--- src/rtl/clarvi_arb_pkg.sv ---
// Shared types for the clarvi instruction/data memory arbiter.
package clarvi_arb_pkg;

    typedef enum logic [1:0] {
        IDLE   = 2'd0,
        HOLD_I = 2'd1,
        HOLD_D = 2'd2
    } arb_state_t;

    typedef enum logic {
        OWNER_INSTR = 1'b0,
        OWNER_DATA  = 1'b1
    } owner_t;

endpackage

--- src/rtl/clarvi_owner_fifo.sv ---
// In-order owner tag queue for outstanding reads; 1 bit per entry.
// Push and pop may share a cycle, including while full.
module clarvi_owner_fifo
    import clarvi_arb_pkg::*;
#(
    parameter int DEPTH = 4
) (
    input  logic   clock,
    input  logic   reset_n,
    input  logic   push,
    input  owner_t push_owner,
    input  logic   pop,
    output owner_t head,
    output logic   full,
    output logic   empty
);

    localparam int PW = $clog2(DEPTH);
    localparam logic [PW:0] FULL_CNT = DEPTH[PW:0];

    logic [DEPTH-1:0] slots_q, slots_d;
    logic [PW-1:0]    wr_ptr_q, wr_ptr_d;
    logic [PW-1:0]    rd_ptr_q, rd_ptr_d;
    logic [PW:0]      count_q, count_d;

    assign head  = owner_t'(slots_q[rd_ptr_q]);
    assign full  = (count_q == FULL_CNT);
    assign empty = (count_q == '0);

    always_comb begin
        slots_d  = slots_q;
        wr_ptr_d = wr_ptr_q;
        rd_ptr_d = rd_ptr_q;
        if (push) begin
            slots_d[wr_ptr_q] = push_owner;
            wr_ptr_d          = wr_ptr_q + 1'b1;
        end
        if (pop) begin
            rd_ptr_d = rd_ptr_q + 1'b1;
        end
        count_d = count_q + {{PW{1'b0}}, push} - {{PW{1'b0}}, pop};
    end

    always_ff @(posedge clock or negedge reset_n) begin
        if (!reset_n) begin
            slots_q  <= '0;
            wr_ptr_q <= '0;
            rd_ptr_q <= '0;
            count_q  <= '0;
        end else begin
            slots_q  <= slots_d;
            wr_ptr_q <= wr_ptr_d;
            rd_ptr_q <= rd_ptr_d;
            count_q  <= count_d;
        end
    end

endmodule

--- src/rtl/clarvi_mem_arbiter.sv ---
// Shares one pipelined Avalon-MM port between fetch and load/store masters.
// Define CLARVI_ARB_ROUND_ROBIN_EN for round-robin ties instead of data-first.
module clarvi_mem_arbiter
    import clarvi_arb_pkg::*;
#(
    parameter int ADDR_WIDTH  = 32,
    parameter int DATA_WIDTH  = 16,
    parameter int MAX_PENDING = 4
) (
    input  logic                    clock,
    input  logic                    reset_n,
    input  logic [ADDR_WIDTH-1:0]   instr_address,
    input  logic                    instr_read,
    output logic                    instr_wait,
    output logic [DATA_WIDTH-1:0]   instr_rdata,
    output logic                    instr_rvalid,
    input  logic [ADDR_WIDTH-1:0]   main_address,
    input  logic                    main_read,
    input  logic                    main_write,
    input  logic [DATA_WIDTH/8-1:0] main_byteenable,
    input  logic [DATA_WIDTH-1:0]   main_wdata,
    output logic                    main_wait,
    output logic [DATA_WIDTH-1:0]   main_rdata,
    output logic                    main_rvalid,
    output logic [ADDR_WIDTH-1:0]   mem_address,
    output logic                    mem_read,
    output logic                    mem_write,
    output logic [DATA_WIDTH/8-1:0] mem_byteenable,
    output logic [DATA_WIDTH-1:0]   mem_wdata,
    input  logic                    mem_waitrequest,
    input  logic [DATA_WIDTH-1:0]   mem_rdata,
    input  logic                    mem_rvalid,
    output logic                    err_orphan_rsp
);

    arb_state_t state_q, state_d;
    logic       rst_done_q;
    logic       err_q, err_d;
    logic       gnt_i, gnt_d, req_rd, blocked;
    logic       pop, push, issued;
    logic       fifo_full, fifo_empty;
    owner_t     head, push_owner;
    logic       instr_req, data_req;

`ifdef CLARVI_ARB_ROUND_ROBIN_EN
    owner_t     prio_q, prio_d;
`endif

    assign instr_req = instr_read;
    assign data_req  = main_read | main_write;

    always_comb begin
        gnt_i = 1'b0;
        gnt_d = 1'b0;
        case (state_q)
            IDLE: begin
                if (rst_done_q) begin
`ifdef CLARVI_ARB_ROUND_ROBIN_EN
                    gnt_d = data_req & (!instr_req | (prio_q == OWNER_DATA));
`else
                    gnt_d = data_req;
`endif
                    gnt_i = instr_req & !gnt_d;
                end
            end
            HOLD_I:  gnt_i = 1'b1;
            HOLD_D:  gnt_d = 1'b1;
            default: ;
        endcase
    end

    // A full queue stalls a new read unless a response frees a slot this cycle
    assign pop        = mem_rvalid & !fifo_empty;
    assign req_rd     = gnt_i | (gnt_d & main_read);
    assign blocked    = req_rd & fifo_full & !pop;
    assign mem_read   = req_rd & !blocked;
    assign mem_write  = gnt_d & main_write;
    assign issued     = mem_read | mem_write;
    assign push       = mem_read & !mem_waitrequest;
    assign push_owner = gnt_d ? OWNER_DATA : OWNER_INSTR;

    always_comb begin
        mem_address    = '0;
        mem_byteenable = '0;
        mem_wdata      = '0;
        if (gnt_d) begin
            mem_address    = main_address;
            mem_byteenable = main_byteenable;
            mem_wdata      = main_wdata;
        end else if (gnt_i) begin
            mem_address    = instr_address;
            mem_byteenable = '1;
        end
    end

    assign instr_wait = !rst_done_q
                      | (instr_req & (!gnt_i | mem_waitrequest | blocked));
    assign main_wait  = !rst_done_q
                      | (data_req & (!gnt_d | mem_waitrequest | blocked));

    assign instr_rvalid = pop & (head == OWNER_INSTR);
    assign main_rvalid  = pop & (head == OWNER_DATA);
    assign instr_rdata  = instr_rvalid ? mem_rdata : '0;
    assign main_rdata   = main_rvalid ? mem_rdata : '0;

    assign err_orphan_rsp = err_q;

    always_comb begin
        state_d = state_q;
        err_d   = err_q | (mem_rvalid & fifo_empty);
        case (state_q)
            IDLE: begin
                if (issued && mem_waitrequest) begin
                    state_d = gnt_d ? HOLD_D : HOLD_I;
                end
            end
            HOLD_I, HOLD_D: begin
                if (!mem_waitrequest) begin
                    state_d = IDLE;
                end
            end
            default: state_d = IDLE;
        endcase
    end

`ifdef CLARVI_ARB_ROUND_ROBIN_EN
    always_comb begin
        prio_d = prio_q;
        if (issued && !mem_waitrequest) begin
            prio_d = gnt_d ? OWNER_INSTR : OWNER_DATA;
        end
    end

    always_ff @(posedge clock or negedge reset_n) begin
        if (!reset_n) begin
            prio_q <= OWNER_DATA;
        end else begin
            prio_q <= prio_d;
        end
    end
`endif

    always_ff @(posedge clock or negedge reset_n) begin
        if (!reset_n) begin
            state_q    <= IDLE;
            rst_done_q <= 1'b0;
            err_q      <= 1'b0;
        end else begin
            state_q    <= state_d;
            rst_done_q <= 1'b1;
            err_q      <= err_d;
        end
    end

    always_ff @(posedge clock) begin
        if (reset_n) begin
            if (state_q == HOLD_I) begin
                assert (instr_read)
                    else $error("instr_read released during held grant");
            end
            if (state_q == HOLD_D) begin
                assert (main_read | main_write)
                    else $error("main request released during held grant");
            end
        end
    end

    clarvi_owner_fifo #(
        .DEPTH (MAX_PENDING)
    ) u_owner_fifo (
        .clock      (clock),
        .reset_n    (reset_n),
        .push       (push),
        .push_owner (push_owner),
        .pop        (pop),
        .head       (head),
        .full       (fifo_full),
        .empty      (fifo_empty)
    );

endmodule

--- config.mk ---
export PLATFORM = sky130hd
export DESIGN_NAME = clarvi_mem_arbiter
export DESIGN_NICKNAME = d
export VERILOG_FILES = /design/src/rtl/clarvi_arb_pkg.sv /design/src/rtl/clarvi_owner_fifo.sv /design/src/rtl/clarvi_mem_arbiter.sv
export SDC_FILE = /design/constraint.sdc
export NUM_CORES = 1
export LEC_CHECK = 0
export CORE_ASPECT_RATIO = 0.6
export CORE_MARGIN = 5
export CORE_UTILIZATION = 25
export CTS_CLUSTER_DIAMETER = 100
export CTS_CLUSTER_SIZE = 30
export DETAILED_ROUTE_END_ITERATION = 10
export PLACE_DENSITY = 0.75
export REMOVE_ABC_BUFFERS = 1
export SYNTH_ARGS = -nofsm -noshare
export SYNTH_HDL_FRONTEND = slang
export SYNTH_SLANG_ARGS = --single-unit
export TNS_END_PERCENT = 1
--- constraint.sdc ---
create_clock -name clock -period 2.4 [get_ports clock]
set_input_delay 0.48 -clock clock [delete_from_list [all_inputs] [get_ports clock]]
set_output_delay 0.48 -clock clock [all_outputs]
set_load 0.03 [all_outputs]
After elaboration in Yosys (flattened, before gate mapping):

Index checks and enable logic that the tools add are counted.
W data, S select, Z words.

* bits in registers: 15
* input port bits: 105
* output and inout bits: 89
* word-level logic and storage cells: 78

* add/sub/neg operators: 4
* magnitude comparators: 3
* equal/unequal tests: 5
* multiplexer cells: 21
* bitwise gates (word level): 24
* reductions and logical operators: 14

Operators by type and width (number)
* $mux W32: 2
* $mux W16: 3
* $and A1 B1 Y1: 13
* $mux W2: 5
* $or A1 B1 Y1: 10
* $logic_not A1 Y1: 8
* $lt A2 B3 Y1 const B: 2
* $mux W1: 5
* $add A2 B1 Y2 const B: 2
* $bwmux W4: 1
* $ne A2 B2 Y1 const B: 2
* $pmux W1 S2: 2
* $pmux W2 S2: 1
* $add A3 B1 Y3: 1
* $eq A3 B3 Y1 const B: 1
* $logic_not A3 Y1: 1
* $sub A3 B1 Y3: 1
* $bmux W1 S2: 1
* $demux W1 S2: 1
* $eq A2 B1 Y1 const B: 1
* $eq A2 B2 Y1 const B: 1
* $ge A2 B1 Y1 const B: 1
* $logic_and A1 B1 Y1: 2
* $logic_not A2 Y1: 1
* other kinds (3): 3

Logic depth before layout (Yosys ltp):

* depth after elaboration: 14
* mapped depth: 11
* mapped depth without buffers: 10

By module:

A second synthesis with hierarchy kept.

* cell total of the unflattened synthesis: 258
* area total of the unflattened synthesis: 1726.7 um^2

By module, submodules not included
* clarvi_mem_arbiter: times used 1, cells an instance 215, area an instance 1183.6 um^2, seq. area each 100.1 um^2
* clarvi_owner_fifo: times used 1, cells an instance 43, area an instance 543.0 um^2, seq. area each 275.3 um^2

Least setup slack after synthesis:

Ideal clock, no wire load.

* path kind: input to output
* start point: in mem_rvalid
* end point: out main_wait
* data arrival time: 1.967 ns
* required time: 1.920 ns
* setup slack: -0.047 ns
* stages on the path: 5
* path buffers: 1
* cells stage by stage: or4b_1 > buf_2 > nand2_2 > o21ai_0 > o21ai_0

* cells in the longest elaborated chain, start to end: 6

RTL lines
* from (decl): line clarvi_mem_arbiter.sv:32 `input logic mem_rvalid,`
* $and A1 B1 Y1: line clarvi_mem_arbiter.sv:73 `assign pop = mem_rvalid & !fifo_empty;`
* $logic_not A1 Y1: line clarvi_mem_arbiter.sv:75 `assign blocked = req_rd & fifo_full & !pop;`
* $and A1 B1 Y1: line clarvi_mem_arbiter.sv:75
* $or A1 B1 Y1: line clarvi_mem_arbiter.sv:99 `| (data_req & (!gnt_d | mem_waitrequest | blocked));`
* $and A1 B1 Y1: line clarvi_mem_arbiter.sv:99
* $or A1 B1 Y1: line clarvi_mem_arbiter.sv:99
* to (decl): line clarvi_mem_arbiter.sv:22 `output logic main_wait,`

Every way passes these cells.

Worst setup path in the final report:

* start point: reg state_q[0]
* end point: out mem_read

* cells in the longest elaborated chain, start to end: 8
* elaborated cells on any way between the ends: 11
* classes of those cells: eq/ne (2); mux (2); bitwise (5); reduce/logical (2)

RTL lines
* from (decl): line clarvi_mem_arbiter.sv:36 `arb_state_t state_q, state_d;`
* from (signal assigned): line clarvi_mem_arbiter.sv:149 `state_q <= state_d;`
* $eq A2 B2 Y1 or $logic_not A2 Y1 (tied branches): line clarvi_mem_arbiter.sv:55 `case (state_q)`
* $pmux W1 S2: line clarvi_mem_arbiter.sv:55
* $and A1 B1 Y1: line clarvi_mem_arbiter.sv:74 `assign req_rd = gnt_i | (gnt_d & main_read);`
* $or A1 B1 Y1 (*): line clarvi_mem_arbiter.sv:74
* $and A1 B1 Y1 (2 in series): line clarvi_mem_arbiter.sv:75
* $logic_not A1 Y1: line clarvi_mem_arbiter.sv:76 `assign mem_read = req_rd & !blocked;`
* $and A1 B1 Y1 (*): line clarvi_mem_arbiter.sv:76
* to (decl): line clarvi_mem_arbiter.sv:26 `output logic mem_read,`

Mark *: on every way between the ends. The rest lies on a longest branch, timed or not.

==> reports/metrics.yaml <==
cts.htree.levels: 1
critical_path_class: "reg2out"
fin_nets: 585
drive_above_1_share_pct: 29.4
stdcell_count: 560
cts_tree: "done"
setup_violations: 0
cell_chosen_for_the_clock_root: "clkbuf_16"
synth.cell_area_um2: 1820
clkTransAtPathRegs_ns: 0.05
layout_min_cycle_time_ns: 2.34
max-slew-margin-rel_pct: 55.9
grt.total_usage_pct: 17.9
peakVddDrop_v: 0.000619
max_transition_viols_final: 0
dieHeight_um: 76.2
nFillCells: 659
io_pins: 194
synth_seq_area_share_pct: 20.6
critical_path_required_ns: 1.92
gp_routability_congestion: 0.882
pre_cts_slack_ns: -0.134
setup_slack_ns: 0.0606
detail_route.first_pass.iterations: 4
std_cell_rows: 24
ant_nets: 0
timing.final.crit_share_pct: 97.5
first_global_vias: 2482
critical_path_arrival_ns: 1.86
power.density_cell_area_nw_per_um2: 1080
drcViolationCount: 0
postSynthAreaPerCell_um2: 6.91
power_leakage_nw: 2.01
cts_sinks: 15
grt_pass1_wl_um: 13500
worst-path-max-fanout: 4
wl_per_cell_um: 15.2
grt_start_max_net_pins: 38
detail_route.wirelength_um: 8520
area_growth_syn_to_layout_pct: 123
design_power_total_mw: 4.41
switching_share_pct: 50.5
place.detailed.hpwl_um: 6960
sequentialPowerShare_pct: 10.7
worst_clock_skew_ns: 0.00152
antenna_cell_count: 0
max_freq_mhz: 427
async_flop_share_pct: 100
syn-instance-count: 264
core_um2: 7180
outcome: "finished, final reports clean"
yosys_warnings: 0
cap_viol_max_count: 0
postSynthRegisterBits: 15
clockBufferDepth: 2
worst_setup_path_start_kind: "flop"
numPlacedInstances: 552
final_hold_viol_count: 0
start_util_pct: 25.4
design.die.area_um2: 9160
intPower_mw: 2.18
clock_insertion_delay_worst_skew_ns: 0.24
grt_antenna_before_repair: 0
post-route-cell-area_um2: 4070
fp.dieW_um: 120
placed_area_um2: 3810
num_vias: 2551
buffer_ports.inserted: 193
dominant_register_cell_in_the_synthesized_netlist: "dfrtp_1"
timing.critical_path.to_type: "output port"
tritoncts.num_buffers: 3
timing_worst_slew_pin_value_ns: 0.659
drt-initial-drc-count: 145
vias_per_cell: 4.56
p_comb_share_pct: 82.0
setup_repair_after_global_routing_missed_its_margin: "yes"
hold_class: "reg2reg"
synth_enable_flop_cells: 0
globalRoute.totalOverflow: 0
clock_power_share_pct: 7.2
net_switching_power_mw: 2.23
yosys.cell_types.count: 42
==> synthesized netlist by cell type (2+ instances only) <==
cell / n / area [um^2]
a21oi_1: 4 / 20.0
and2_1: 35 / 219
inv_1: 10 / 37.5
o31ai_1: 4 / 30.0
and3_1: 16 / 100
nor2_1: 4 / 15.0
dfrtp_1: 15 / 375
buf_6: 2 / 22.5
clkbuf_1: 7 / 26.3
nand2_1: 68 / 255
ha_1: 9 / 113
o21ai_0: 7 / 35.0
buf_2: 10 / 50.1
nand3_1: 39 / 195
a21o_2: 2 / 17.5
nor3_1: 2 / 10.0
xnor2_1: 5 / 43.8
==> per-layer routing <==
layer | wire length [um] | track usage [%] | share of wire, %
met2 | 4360 | 30.9 | 51
met1 | 3700 | 23.5 | 43
met5 | 0 | 0 | 0
met4 | 125 | 3.62 | 1.5
met3 | 336 | 3.34 | 3.9
==> metrics by stage <==
| stage | setup TNS, ns | utilization, % | hold slack [ns] |
|---|---|---|---|
| 6_report | 0 | 56.7 | 0.454 |
| 5_1_grt | -0.0642 | 56.7 | 0.479 |
| 4_1_cts | 0 | 56.0 | 0.462 |
| 3_5_place_dp | -5.23 | 53.1 | 0.448 |
| 3_3_place_gp | -3.38 | 53.1 | 0.443 |
| 2_1_floorplan | -10.79 | - | 0.184 |
==> kinds of logic after synthesis <==
| group | count (synthesis) | synth area share (%) |
|---|---|---|
| DFF | 15 | 20.6 |
| xor gates and xnor gates | 5 | 2.40 |
| buffers and inverters | 29 | 7.48 |
| other | 1 | 0.206 |
| adders and majority gates | 10 | 7.27 |
| AOI/OAI and AO/OA | 27 | 11.6 |
| and+or+nand+nor | 175 | 48.4 |
| muxes | 2 | 2.06 |
==> placed cells by master (no fill, tap or decap), types with 2 or more instances in the layout <==
| cell | count |
|---|---|
| dlygate4sd2_1 | 2 |
| inv_1 | 8 |
| nor2_1 | 4 |
| buf_12 | 7 |
| buf_6 | 18 |
| ha_1 | 7 |
| and3_1 | 16 |
| and2_1 | 35 |
| xnor2_1 | 5 |
| o21ai_0 | 7 |
| nand3_1 | 39 |
| clkbuf_16 | 4 |
| o31ai_1 | 4 |
| clkdlybuf4s50_1 | 101 |
| inv_2 | 2 |
| nor3_1 | 2 |
| nand2_1 | 68 |
| dfrtp_1 | 15 |
| a21oi_1 | 4 |
| buf_4 | 88 |
==> power by group through the flow <==
stage                     combinational (mW)  sequential (mW)  clock [mW]
final                                   3.62            0.474       0.319
after global routing                    3.87            0.498       0.339
after global placement                  3.33            0.469           0
after CTS                               3.58            0.471       0.328
after floorplan                         1.95            0.461           0
after detailed placement                3.37            0.470           0
==> final timing paths <==
path                           startpoint                 endpoint  slack, ns  cells past startpoint
min in group asynchronous         reset_n  u_owner_fifo.count_q[2]       0.64                      1
setup reg to reg               state_q[0]  u_owner_fifo.count_q[2]       0.19                     11
hold / removal             err_orphan_rsp           err_orphan_rsp       0.45                      1
hold reg to reg            err_orphan_rsp           err_orphan_rsp       0.45                      1
setup / recovery               state_q[0]                 mem_read       0.06                      6
max in group asynchronous         reset_n  u_owner_fifo.slots_q[2]       1.33                      1
==> critical path, cell delays in order (launching register included) <==
cell and delay (ns):
dfrtp_1 0.40, inv_2 0.08, ha_2 0.23, a21o_2 0.23, a221oi_4 0.25, and2b_2 0.25, buf_4 0.17
==> layout make-up <==
type | instances | area [um^2] | area share, %
clock buffers | 4 | 78.8 | 1.94
inverters | 10 | 37.5 | 0.923
multi-input cells | 220 | 1350 | 33.3
flip-flops and latches | 15 | 375 | 9.23
well taps | 91 | 114 | 2.80
repair buffers | 220 | 2110 | 51.8
==> registers in the layout, summed over array words and instances (netlist names) <==
register               count
err_orphan_rsp             1
rst_done_q                 1
u_owner_fifo.wr_ptr_q      2
u_owner_fifo.count_q       3
u_owner_fifo.slots_q       4
u_owner_fifo.rd_ptr_q      2
state_q                    2
==> what timing repair did <==
item / CTS / global route
pin swaps: 4 / 4
setup endpoints to repair: 53 / 46
hold buffers: 0 / 0
setup buffers: 2 / 0
resized for setup: 26 / 7
cloned: 1 / 1
Power figures use the tool's default switching activity.
